File: src/rtl/mem_bus_arbiter.sv
// Round-robin arbiter sharing one Wishbone-style slave port between two masters,
// with a per-transaction watchdog that ends a hung access with an error pulse.
module mem_bus_arbiter #(
   parameter int ADDRESS_LENGTH = 32,
   parameter int DATA_LENGTH    = 32,
   parameter int TIMEOUT        = 16
) (
   input  logic                      clk,
   input  logic                      reset,
   input  logic                      m0_req,
   input  logic                      m0_we,
   input  logic [ADDRESS_LENGTH-1:0] m0_adr,
   input  logic [DATA_LENGTH-1:0]    m0_wdata,
   output logic [DATA_LENGTH-1:0]    m0_rdata,
   output logic                      m0_ack,
   output logic                      m0_err,
   input  logic                      m1_req,
   input  logic                      m1_we,
   input  logic [ADDRESS_LENGTH-1:0] m1_adr,
   input  logic [DATA_LENGTH-1:0]    m1_wdata,
   output logic [DATA_LENGTH-1:0]    m1_rdata,
   output logic                      m1_ack,
   output logic                      m1_err,
   output logic                      s_cyc,
   output logic                      s_we,
   output logic [ADDRESS_LENGTH-1:0] s_adr,
   output logic [DATA_LENGTH-1:0]    s_wdata,
   input  logic [DATA_LENGTH-1:0]    s_rdata,
   input  logic                      s_ack,
   output logic [1:0]                grant
);

   // A zero TIMEOUT disables the watchdog but still needs a legal counter width.
   localparam int CW = (TIMEOUT > 0) ? $clog2(TIMEOUT + 1) : 1;
   localparam logic [CW-1:0] LAST_COUNT = (TIMEOUT > 0) ? CW'(TIMEOUT - 1) : '0;

   typedef enum logic [1:0] {IDLE, BUSY, RESP} state_t;

   state_t                    state, state_next;
   logic                      last_grant, last_grant_next;
   logic [CW-1:0]             count, count_next;
   logic                      winner;
   logic                      s_cyc_next, s_we_next;
   logic [ADDRESS_LENGTH-1:0] s_adr_next;
   logic [DATA_LENGTH-1:0]    s_wdata_next;
   logic [1:0]                grant_next;
   logic                      m0_ack_next, m0_err_next, m1_ack_next, m1_err_next;
   logic [DATA_LENGTH-1:0]    m0_rdata_next, m1_rdata_next;

   always_ff @(posedge clk) begin
      if (!reset) begin
         state      <= IDLE;
         last_grant <= 1'b1;
         count      <= '0;
         s_cyc      <= 1'b0;
         s_we       <= 1'b0;
         s_adr      <= '0;
         s_wdata    <= '0;
         grant      <= 2'b00;
         m0_ack     <= 1'b0;
         m0_err     <= 1'b0;
         m1_ack     <= 1'b0;
         m1_err     <= 1'b0;
         m0_rdata   <= '0;
         m1_rdata   <= '0;
      end else begin
         state      <= state_next;
         last_grant <= last_grant_next;
         count      <= count_next;
         s_cyc      <= s_cyc_next;
         s_we       <= s_we_next;
         s_adr      <= s_adr_next;
         s_wdata    <= s_wdata_next;
         grant      <= grant_next;
         m0_ack     <= m0_ack_next;
         m0_err     <= m0_err_next;
         m1_ack     <= m1_ack_next;
         m1_err     <= m1_err_next;
         m0_rdata   <= m0_rdata_next;
         m1_rdata   <= m1_rdata_next;
      end
   end

   // Every output is computed one cycle ahead here so that all ports leave a flop.
   always_comb begin
      state_next      = state;
      last_grant_next = last_grant;
      count_next      = count;
      winner          = 1'b0;
      s_cyc_next      = s_cyc;
      s_we_next       = s_we;
      s_adr_next      = s_adr;
      s_wdata_next    = s_wdata;
      grant_next      = grant;
      m0_ack_next     = 1'b0;
      m0_err_next     = 1'b0;
      m1_ack_next     = 1'b0;
      m1_err_next     = 1'b0;
      m0_rdata_next   = m0_rdata;
      m1_rdata_next   = m1_rdata;

      case (state)
         IDLE: begin
            if (m0_req || m1_req) begin
               winner          = (m0_req && m1_req) ? ~last_grant : m1_req;
               state_next      = BUSY;
               s_cyc_next      = 1'b1;
               grant_next      = winner ? 2'b10 : 2'b01;
               s_we_next       = winner ? m1_we : m0_we;
               s_adr_next      = winner ? m1_adr : m0_adr;
               s_wdata_next    = winner ? m1_wdata : m0_wdata;
               last_grant_next = winner;
               count_next      = '0;
            end
         end
         BUSY: begin
            // Ack is tested first so a late ack still beats an expiring watchdog.
            if (s_ack) begin
               state_next = RESP;
               s_cyc_next = 1'b0;
               grant_next = 2'b00;
               if (grant[1]) begin
                  m1_ack_next   = 1'b1;
                  m1_rdata_next = s_rdata;
               end else begin
                  m0_ack_next   = 1'b1;
                  m0_rdata_next = s_rdata;
               end
            end else if ((TIMEOUT != 0) && (count == LAST_COUNT)) begin
               state_next = RESP;
               s_cyc_next = 1'b0;
               grant_next = 2'b00;
               if (grant[1]) begin
                  m1_err_next = 1'b1;
               end else begin
                  m0_err_next = 1'b1;
               end
            end else if (count != {CW{1'b1}}) begin
               count_next = count + CW'(1);
            end
         end
         RESP: begin
            state_next = IDLE;
         end
         default: begin
            state_next = IDLE;
         end
      endcase
   end

endmodule

File: config.mk
export PLATFORM = sky130hd
export DESIGN_NAME = mem_bus_arbiter
export DESIGN_NICKNAME = d
export VERILOG_FILES = /design/src/rtl/mem_bus_arbiter.sv
export SDC_FILE = /design/constraint.sdc
export NUM_CORES = 1
export LEC_CHECK = 0
export BUFFER_PORTS_ARGS = -buffer_cell sky130_fd_sc_hd__clkbuf_2
export CORE_ASPECT_RATIO = 2
export CORE_UTILIZATION = 40
export CTS_CLUSTER_DIAMETER = 40
export DETAILED_ROUTE_END_ITERATION = 12
export GPL_TIMING_DRIVEN = 0
export HOLD_SLACK_MARGIN = 0.08
export PLACE_DENSITY = 0.77
export SYNTH_ARGS = -nofsm -noshare
export SYNTH_HDL_FRONTEND = slang
export SYNTH_SLANG_ARGS = --single-unit
File: constraint.sdc
create_clock -name clk -period 2.6 [get_ports clk]
set_input_delay 0.78 -clock clk [delete_from_list [all_inputs] [get_ports clk]]
set_output_delay 0.78 -clock clk [all_outputs]
set_load 0.02 [all_outputs]
==> reports/results.ini <==
[final_layout]
areaGrowthSynthToFinish_pct=38.31
final_util=0.5664
seq_area_um2=2883
n_antenna_cell=0
final_nets=1215
fillers=1472
final_area_um2=8393
final_common_cell=clkbuf_2
layout_common_cells=clkbuf_2 (301), nand2_1 (263), dfxtp_1 (144)
final_cells=1253
multi_input_area_um2=2806
drive_gt1_frac=0.3941

[route]
drt-initial-drc-count=254
wl_met2_um=11180
drc_errors=0
finalWirelength_um=19630
dr.pass1.iters=5
final_antenna_net_count=0
dr.max_layer_used=met4
wl_per_cell_um=15.67
route.vias.total=6436
drt-vias-per-instance=5.136
met1_length_um=6868
route.met3.wl_um=996

[place]
post-dp-hpwl_um=15490
place_area_um2=7819
dp_slack_ns=0.2010
place_inst=1221
routabilityCongestion=0.8835
portBuffers=301

[worst_setup_path]
cpMaxStageDelayCell=or4b_4
slowest_delay_ns=0.56
crit_fanout=4
crit_chain=ha_1 > and3_1 > ha_1 > or4b_4 > a21oi_2 > o211ai_1
end_kind=register
startpoint_type=register
critPathMostFrequentCell=ha_1
worstSetupPathType=reg -> reg
required_ns=2.89
crit_arrival_ns=2.26

[synthesis]
synth_top_area_frac=0.4751
synth_top_flop_cell=dfxtp_1
synthArstFlopShare=0
syn_nets=895
yosysSeqAreaShare=0.4751
yosys.area.top_type=dfxtp_1
synth-seq-cells=144
syn_inst=725
yosys_warnings=0
synth_edf_count=0
syn-cell-area_um2=6068
avgSynthCellArea_um2=8.370
netlist_top_cells_area=dfxtp_1 (48%), nand2_1 (16%), a21oi_1 (11%), a311oi_2 (8.4%), a311oi_1 (4.5%)
synth_cell_types=37

[clock_tree]
cts_buffer_depth=2
cts_sinks=144
clkTransAtPathRegs_ns=0.06
root_buffer=clkbuf_16
htreeDepth=4
cts_buffers=17
cts_tree=built
ctsHoldBuffers=0
clock_latency_ns=0.42
cts_setup_buffers=0
cts_resized=0

[power]
peakVddDrop_mv=0.4197
combPwrFrac=0.193
seqPwrFrac=0.409
total_power_mw=6.006
p_leak_nw=3.769
switchingPower_mw=1.851
switching_share=0.3082
internal-power_mw=4.155
p_clk_frac=0.399
power.density_nw_per_um2=715.6

[timing]
max_freq_mhz=507.8
rsz0062_at_grt=no
timing.hold.ws_ns=0.4541
fin_setup_tns_ns=0
tightestPinTransition_ns=0.7165
min_period_ns=1.969
post-route-period-util=0.7575
setup_viol=0
slew_headroom=0.5223
hold_viol=0
drv_slew=0
skew_ns=0.007600
setup_ws_ns=0.6306

[hold_path]
hold_class=reg -> reg

[die]
die-area_um2=15700
fp.dieH_um=176.2
core_um2=14820
initial_core_util=0.4095
ios=303
die_w_um=89.10
rows=63

[global_route]
grt_pass1_vias=6145
grt_max_degree=17
grt_pass1_wl_um=29730
antenna_found_initial=0
overflow=0
track_usage=0.2502

[flow_run]
cap_violations=0

[run_status]
status=finished clean

==> synthesized netlist by cell type, types with 2 or more instances <==
| master | n |
|---|---|
| a311oi_2 | 34 |
| and4b_1 | 2 |
| clkbuf_1 | 24 |
| o211ai_1 | 2 |
| nand2_1 | 263 |
| inv_1 | 3 |
| a311oi_1 | 31 |
| o221ai_1 | 2 |
| and3_1 | 2 |
| buf_4 | 13 |
| nor3_1 | 3 |
| buf_2 | 27 |
| nand4b_1 | 4 |
| buf_6 | 3 |
| a32oi_1 | 2 |
| dfxtp_1 | 144 |
| nand3_1 | 5 |
| o21ai_0 | 2 |
| a21oi_1 | 135 |
| buf_1 | 2 |
| ha_1 | 3 |
| nor2_1 | 4 |
==> logic make-up after synthesis <==
logic type	after synthesis	synth area share
AOI/OAI and AO/OA	214	0.2608
adders and majority gates	3	0.006186
buffers and inverters	73	0.06247
DFF	144	0.4751
and+or+nand+nor	291	0.1955
==> registers in the layout, summed over array words and instances (netlist names) <==
signal,cells
s_wdata,32
m0_err,1
s_cyc,1
m1_ack,1
state,2
count,5
grant,2
m1_rdata,32
s_we,1
m0_rdata,32
last_grant,1
m0_ack,1
m1_err,1
s_adr,32
==> power groups by stage <==
stage	Clock (mW)	Sequential (mW)	Combinational (mW)
finish	2.39	2.46	1.16
global placement	0	2.50	1.15
detailed placement	0	2.50	1.17
global route	2.54	2.47	1.26
floorplan	0	2.68	0.535
CTS	2.43	2.45	1.17
==> metal layers <==
| metal | vias to the layer above | GRT usage |
|---|---|---|
| li1 | 3169 | - |
| met1 | 2991 | 0.2354 |
| met2 | 235 | 0.4844 |
| met3 | 41 | 0.05610 |
| met4 | 0 | 0.1184 |
| met5 | - | 0 |
==> worst paths after layout <==
kind / start / to / slack, ns / cells past startpoint
worst max register to register: count[0] / count[3] / 0.63 / 6
worst min-delay path: m1_rdata[16] / m1_rdata[16] / 0.45 / 2
worst min register to register: m1_rdata[16] / m1_rdata[16] / 0.45 / 2
worst max-delay path: count[0] / count[3] / 0.63 / 6
==> worst max-delay path, delay by kind of cell (launching register included) <==
| family | cells | cell delay [ns] |
|---|---|---|
| adders and majority gates | 2 | 0.42 |
| DFF | 1 | 0.33 |
| AOI/OAI and AO/OA | 2 | 0.34 |
| and+or+nand+nor | 2 | 0.77 |
==> final cells by class <==
class | instances | share of cell area
Clock inverter | 15 | 0.01774
Inverter | 4 | 0.001789
Sequential cell | 144 | 0.3435
Clock buffer | 17 | 0.05069
Multi-Input combinational cell | 508 | 0.3344
Buffer | 69 | 0.04338
Tap cell | 195 | 0.02907
Timing Repair Buffer | 301 | 0.1795
(Power assumes the default switching activity.)
